===== src/rtl/alarm_annunciator.sv =====
// Alarm annunciator: ring/snooze/timeout state machine driving the piezo tone and alarm LED.
// Optional macro ALARM_CADENCE_EN gates the tone into on/off bursts of BEAT_CYCLES clocks.
module alarm_annunciator #(
  parameter int  TONE_DIV    = 25000,
  parameter int  BEAT_CYCLES = 12500000,
  parameter int  SNOOZE_SEC  = 300,
  parameter int  RING_SEC    = 60,
  localparam int W           = $clog2(SNOOZE_SEC + 1)
) (
  input  logic         clk,
  input  logic         rst,
  input  logic         sec_tick,
  input  logic         alarm_hit,
  input  logic         alarm_en,
  input  logic         snooze_btn,
  input  logic         stop_btn,
  output logic         buzzer,
  output logic         led_alarm,
  output logic         ringing,
  output logic         snoozed,
  output logic [W-1:0] snooze_left
);
  localparam int RW = $clog2(RING_SEC + 1);
  localparam int TW = (TONE_DIV > 1) ? $clog2(TONE_DIV) : 1;

  typedef enum logic [1:0] {
    ST_IDLE    = 2'd0,
    ST_RINGING = 2'd1,
    ST_SNOOZED = 2'd2
  } state_t;

  state_t        r_state, w_state_nxt;
  logic [RW-1:0] r_ring_cnt, w_ring_nxt;
  logic [W-1:0]  r_snooze_left, w_snooze_nxt;
  logic          r_stop_prev, r_snooze_prev;
  logic          w_stop_edge, w_snooze_edge, w_snz_tick, w_stay_ringing;
  logic [TW-1:0] r_tone_cnt, w_tone_cnt_nxt;
  logic          r_tone, w_tone_nxt, w_beat_on_nxt, w_led_nxt;
  logic          r_buzzer, r_led, r_ringing, r_snoozed;

  // History registers reset to 1 so a button held through reset release yields no edge
  assign w_stop_edge    = stop_btn & ~r_stop_prev;
  assign w_snooze_edge  = snooze_btn & ~r_snooze_prev;
  assign w_stay_ringing = (r_state == ST_RINGING) && (w_state_nxt == ST_RINGING);

  // BEAT_CYCLES is consumed only by the cadence build; the guard keeps it referenced in both
  if (BEAT_CYCLES < 1) begin : g_beat_cycles_unset
  end

  always_comb begin
    w_state_nxt  = r_state;
    w_ring_nxt   = r_ring_cnt;
    w_snooze_nxt = r_snooze_left;
    w_snz_tick   = 1'b0;
    case (r_state)
      ST_IDLE: begin
        w_ring_nxt   = '0;
        w_snooze_nxt = '0;
        if (alarm_hit && alarm_en) begin
          w_state_nxt = ST_RINGING;
          w_ring_nxt  = RW'(RING_SEC);
        end else begin
          w_state_nxt = ST_IDLE;
        end
      end
      ST_RINGING: begin
        if (!alarm_en || w_stop_edge) begin
          w_state_nxt = ST_IDLE;
          w_ring_nxt  = '0;
        end else if (w_snooze_edge) begin
          w_state_nxt  = ST_SNOOZED;
          w_ring_nxt   = '0;
          w_snooze_nxt = W'(SNOOZE_SEC);
        end else if (sec_tick) begin
          if (r_ring_cnt == RW'(1)) begin
            w_state_nxt = ST_IDLE;
            w_ring_nxt  = '0;
          end else begin
            w_ring_nxt = r_ring_cnt - RW'(1);
          end
        end else begin
          w_state_nxt = ST_RINGING;
        end
      end
      ST_SNOOZED: begin
        if (!alarm_en || w_stop_edge) begin
          w_state_nxt  = ST_IDLE;
          w_snooze_nxt = '0;
        end else if (sec_tick) begin
          if (r_snooze_left == W'(1)) begin
            w_state_nxt  = ST_RINGING;
            w_ring_nxt   = RW'(RING_SEC);
            w_snooze_nxt = '0;
          end else begin
            w_snooze_nxt = r_snooze_left - W'(1);
            w_snz_tick   = 1'b1;
          end
        end else begin
          w_state_nxt = ST_SNOOZED;
        end
      end
      default: begin
        w_state_nxt  = ST_IDLE;
        w_ring_nxt   = '0;
        w_snooze_nxt = '0;
      end
    endcase
  end

  always_ff @(posedge clk or posedge rst) begin
    if (rst) begin
      r_state       <= ST_IDLE;
      r_ring_cnt    <= '0;
      r_snooze_left <= '0;
      r_stop_prev   <= 1'b1;
      r_snooze_prev <= 1'b1;
    end else begin
      r_state       <= w_state_nxt;
      r_ring_cnt    <= w_ring_nxt;
      r_snooze_left <= w_snooze_nxt;
      r_stop_prev   <= stop_btn;
      r_snooze_prev <= snooze_btn;
    end
  end

`ifdef ALARM_CADENCE_EN
  localparam int BW = (BEAT_CYCLES > 1) ? $clog2(BEAT_CYCLES) : 1;
  logic [BW-1:0] r_beat_cnt, w_beat_cnt_nxt;
  logic          r_beat_on;

  // Beat phase starts "on" at ring entry and flips every BEAT_CYCLES clocks
  always_comb begin
    w_beat_cnt_nxt = '0;
    w_beat_on_nxt  = (w_state_nxt == ST_RINGING);
    if (w_stay_ringing) begin
      if (r_beat_cnt == BW'(BEAT_CYCLES - 1)) begin
        w_beat_on_nxt = ~r_beat_on;
      end else begin
        w_beat_cnt_nxt = r_beat_cnt + BW'(1);
        w_beat_on_nxt  = r_beat_on;
      end
    end else begin
      w_beat_cnt_nxt = '0;
    end
  end

  always_ff @(posedge clk or posedge rst) begin
    if (rst) begin
      r_beat_cnt <= '0;
      r_beat_on  <= 1'b0;
    end else begin
      r_beat_cnt <= w_beat_cnt_nxt;
      r_beat_on  <= w_beat_on_nxt;
    end
  end
`else
  assign w_beat_on_nxt = 1'b1;
`endif

  always_comb begin
    w_tone_cnt_nxt = '0;
    w_tone_nxt     = 1'b0;
    if (w_stay_ringing) begin
      if (r_tone_cnt == TW'(TONE_DIV - 1)) begin
        w_tone_nxt = ~r_tone;
      end else begin
        w_tone_cnt_nxt = r_tone_cnt + TW'(1);
        w_tone_nxt     = r_tone;
      end
    end else begin
      w_tone_nxt = 1'b0;
    end
    case (w_state_nxt)
      ST_RINGING: w_led_nxt = w_beat_on_nxt;
      ST_SNOOZED: w_led_nxt = (r_state != ST_SNOOZED) ? 1'b1 : (w_snz_tick ? ~r_led : r_led);
      default:    w_led_nxt = 1'b0;
    endcase
  end

  always_ff @(posedge clk or posedge rst) begin
    if (rst) begin
      r_tone_cnt <= '0;
      r_tone     <= 1'b0;
      r_buzzer   <= 1'b0;
      r_led      <= 1'b0;
      r_ringing  <= 1'b0;
      r_snoozed  <= 1'b0;
    end else begin
      r_tone_cnt <= w_tone_cnt_nxt;
      r_tone     <= w_tone_nxt;
      r_buzzer   <= w_tone_nxt & w_beat_on_nxt;
      r_led      <= w_led_nxt;
      r_ringing  <= (w_state_nxt == ST_RINGING);
      r_snoozed  <= (w_state_nxt == ST_SNOOZED);
    end
  end

  assign buzzer      = r_buzzer;
  assign led_alarm   = r_led;
  assign ringing     = r_ringing;
  assign snoozed     = r_snoozed;
  assign snooze_left = r_snooze_left;

endmodule

===== config.mk =====
export PLATFORM = sky130hd
export DESIGN_NAME = alarm_annunciator
export DESIGN_NICKNAME = d
export VERILOG_FILES = /design/src/rtl/alarm_annunciator.sv
export SDC_FILE = /design/constraint.sdc
export NUM_CORES = 1
export LEC_CHECK = 0
export ABC_AREA = 1
export BUFFER_PORTS_ARGS = -buffer_cell sky130_fd_sc_hd__clkbuf_2
export CAP_MARGIN = 20
export CORE_ASPECT_RATIO = 1.2
export CORE_UTILIZATION = 23
export CTS_BUF_LIST = sky130_fd_sc_hd__clkbuf_8
export DETAILED_ROUTE_END_ITERATION = 7
export SLEW_MARGIN = 20
export SYNTH_ARGS = -nofsm -noshare
export SYNTH_HDL_FRONTEND = slang
export SYNTH_SLANG_ARGS = --single-unit

===== constraint.sdc =====
create_clock -name clk -period 2.95 [get_ports clk]
set_input_delay 0.885 -clock clk [delete_from_list [all_inputs] [get_ports clk]]
set_output_delay 0.885 -clock clk [all_outputs]
set_load 0.02 [all_outputs]

==> summary.txt <==
Finish
  – Fillers: 1,117
  – Layout cells sized above 1: 16.57%
  – Design Area, Final: 2699 um2
  – # diodes: 0
  – Multi-input gate area: 1217 um2
  – Register Area: 953.4 um2
  – Area growth from synthesis to layout: 14.43%
  – Final nets: 361

Placement
  – Gpl congestion: 0.8891
  – Detailed Place HPWL: 3.894 mm
  – DP Area: 2619 um2
  – I/O Buffers: 19

Yosys
  – Syn nets: 334
  – Synth Cell Area: 2359 um2
  – Mux contribution to synthesized area: 0%
  – Compound-gate portion of the synthesized area: 6.790%
  – Synth Area in Simple Gates: 36.39%
  – Syn avg cell area: 7.464 um2
  – Cells after synthesis: 316
  – Post-synthesis cell type count: 29
  – Synthesized flop and latch total: 38
  – Area contributors post-synth: dfrtp_1, nand2_1, inv_1
  – Register area share after synthesis: 40.42%
  – Post-Synth XOR/XNOR Area: 2.599%
  – Synth area leader: dfrtp_1
  – Synth Area in Adders: 5.836%
  – YS warnings: 0
  – Top-area cell type share of the netlist area: 38.20%
  – Largest family of logic cells by synthesized area: simple AND/OR/NAND/NOR gates

Routing
  – Initial DRC Count: 58
  – Antenna-violating nets left: 0
  – DR vias: 2,017
  – Vias per inst: 4.291
  – DR pass1 iterations: 4
  – WL/cell: 10.80 um
  – DRC: 0
  – Final WL: 5.077 mm

Die
  – Core Area: 10,010 um2
  – Die area: 10,670 um2
  – Die width: 94.44 um
  – IO Pins: 20
  – Die H: 112.9 um
  – Initial core utilization: 23.56%
  – FP Rows: 40

Timing
  – Max-slew violation count: 0
  – Slew HR: 67.01%
  – Finish-stage setup viols: 0
  – F_max: 401.8 MHz
  – Worst-Margin Slew: 0.4948 ns
  – Clock Skew: 0.01457 ns
  – Min cycle time layout: 2.489 ns
  – RSZ-0062 raised after global routing: false
  – Fin crit share: 84.36%
  – Final Hold Viols: 0
  – Setup TNS: 0 ns

Critical path
  – Worst setup EP type: register
  – Crit path max fanout: 8
  – Crit path kind: reg -> reg
  – CP Data Required Time: 3.15 ns
  – Arrival time at the worst endpoint: 2.69 ns
  – Worst setup SP type: register

Job
  – Max Cap Violations: 0

Clock tree
  – Root Buffer: clkbuf_8
  – Clock Path Buffers: 2
  – Worst-skew pair later-pin latency: 0.30 ns
  – CTS buffer count: 5
  – CTS Hold Buffers Added: 0
  – Clk slew on worst S/H paths: 0.07 ns
  – CTS resizes: 0
  – CTS sink count: 38
  – CTS tree: built
  – # Post-CTS Setup Buffers: 0
  – Htree depth: 2

Hold path
  – Hold WC Path Type: reg -> reg

Status
  – Status: finished, final reports clean

Power
  – Power Density: 414.1 nW/um2
  – Highest ir drop seen on vdd: 0.1854 mV
  – Leakage: 1.315 nW

Global routing
  – Tot GR Track Use: 10.79%
  – Initial antenna violation count: 0
  – Largest net degree at the start of global routing: 39
  – Overflow after GRT: 0
  – Wire length of the first global-routing pass: 9.121 mm
  – Vias in the first global route: 2,041
[state kept, by name (all words and copies together) (netlist names)]
name / flops
ringing: 1
buzzer: 1
led_alarm: 1
snooze_left: 9
r_snooze_prev: 1
r_tone_cnt: 15
r_stop_prev: 1
r_ring_cnt: 6
snoozed: 1
r_state: 2
[per-layer routing]
| metal | track usage, % | up-vias | routed length (um) |
|---|---|---|---|
| met5 | 0 | - | 0 |
| met4 | 4.308 | 0 | 68 |
| met3 | 2.285 | 7 | 181 |
| met2 | 18.16 | 30 | 2526 |
| met1 | 13.28 | 932 | 2300 |
| li1 | - | 1048 | - |
[placed cells by master (no fill, tap or decap), types with 7 or more instances in the layout]
| cell | Yosys | layout |
|---|---|---|
| inv_1 | 46 | 49 |
| nor3_1 | 8 | 8 |
| nand2_2 | 8 | 8 |
| o21ai_1 | 7 | 7 |
| o21ai_0 | 15 | 15 |
| clkbuf_2 | 0 | 19 |
| nor2_1 | 40 | 40 |
| ha_1 | 11 | 11 |
| nand2_1 | 84 | 84 |
| dfrtp_1 | 36 | 36 |
| nand3_1 | 16 | 16 |
[area by class of cell]
cell class	instances	share of cell area, %
Clock buffer	5	2.550
Multi-Input combinational cell	228	45.11
Timing Repair Buffer	20	3.802
Clock inverter	3	0.4172
Sequential cell	38	35.33
Tap cell	126	5.841
Inverter	50	6.954
[cells in the mapped netlist (all sizes together)]
cell type	n
nor3	10
ha	11
or2	1
dfrtp	36
xnor2	2
nor3b	3
o22ai	1
a21boi	1
dfstp	2
nand2	94
o21ai	23
nand4	7
inv	50
nor2	48
xor2	5
nand3	18
a21oi	4
[power breakdown]
group	switching, mW	internal (mW)
clock network	0.184	0.158
registers	0.0254	0.544
logic	0.136	0.0704
[worst paths after layout]
path                          startpoint              to  slack (ns)  depth (start not counted)
min in group asynchronous            rst  r_tone_cnt[12]        0.68                          3
min                        r_tone_cnt[0]   r_tone_cnt[0]        0.49                          1
max                           r_state[0]          buzzer        0.46                         13
max reg2reg                   r_state[0]          buzzer        0.46                         13
min reg2reg                r_tone_cnt[0]   r_tone_cnt[0]        0.49                          1
max in group asynchronous            rst     r_stop_prev        1.89                          3
[critical path, cell delays in order (launching register included)]
cell and delay, ns:
dfrtp_1 0.43, inv_1 0.12, ha_1 0.26, inv_1 0.13, nor2_4 0.14, nand2_2 0.10
o21ai_1 0.17, o21ai_0 0.10, ha_1 0.21, nand2_1 0.25, inv_1 0.11, nand2_1 0.20
nand3_1 0.09, o21ai_0 0.09
[per-stage QoR]
step                power [mW]  setup slack, ns  utilization (%)  std cells  hold slack [ns]
global placement        0.7836           0.3028            26.16        462           0.4810
finish                   1.118           0.4614            26.96        470           0.4931
floorplan               0.7301           0.6560                -        316           0.4535
CTS                      1.136           0.4360            26.96        470           0.4942
detailed placement      0.7871           0.2253            26.16        462           0.4846
global route             1.190           0.1790            26.96        470           0.5325
[cell families (layout without fill, tap and decap cells)]
family          count (synthesis)  count (layout)
fa+ha+maj                      11              11
simple gates                  181             181
flops                          38              38
xor+xnor                        7               7
compound gates                 29              29
buf+inv                        50              78
No activity file was read; power rests on OpenSTA's default activity.
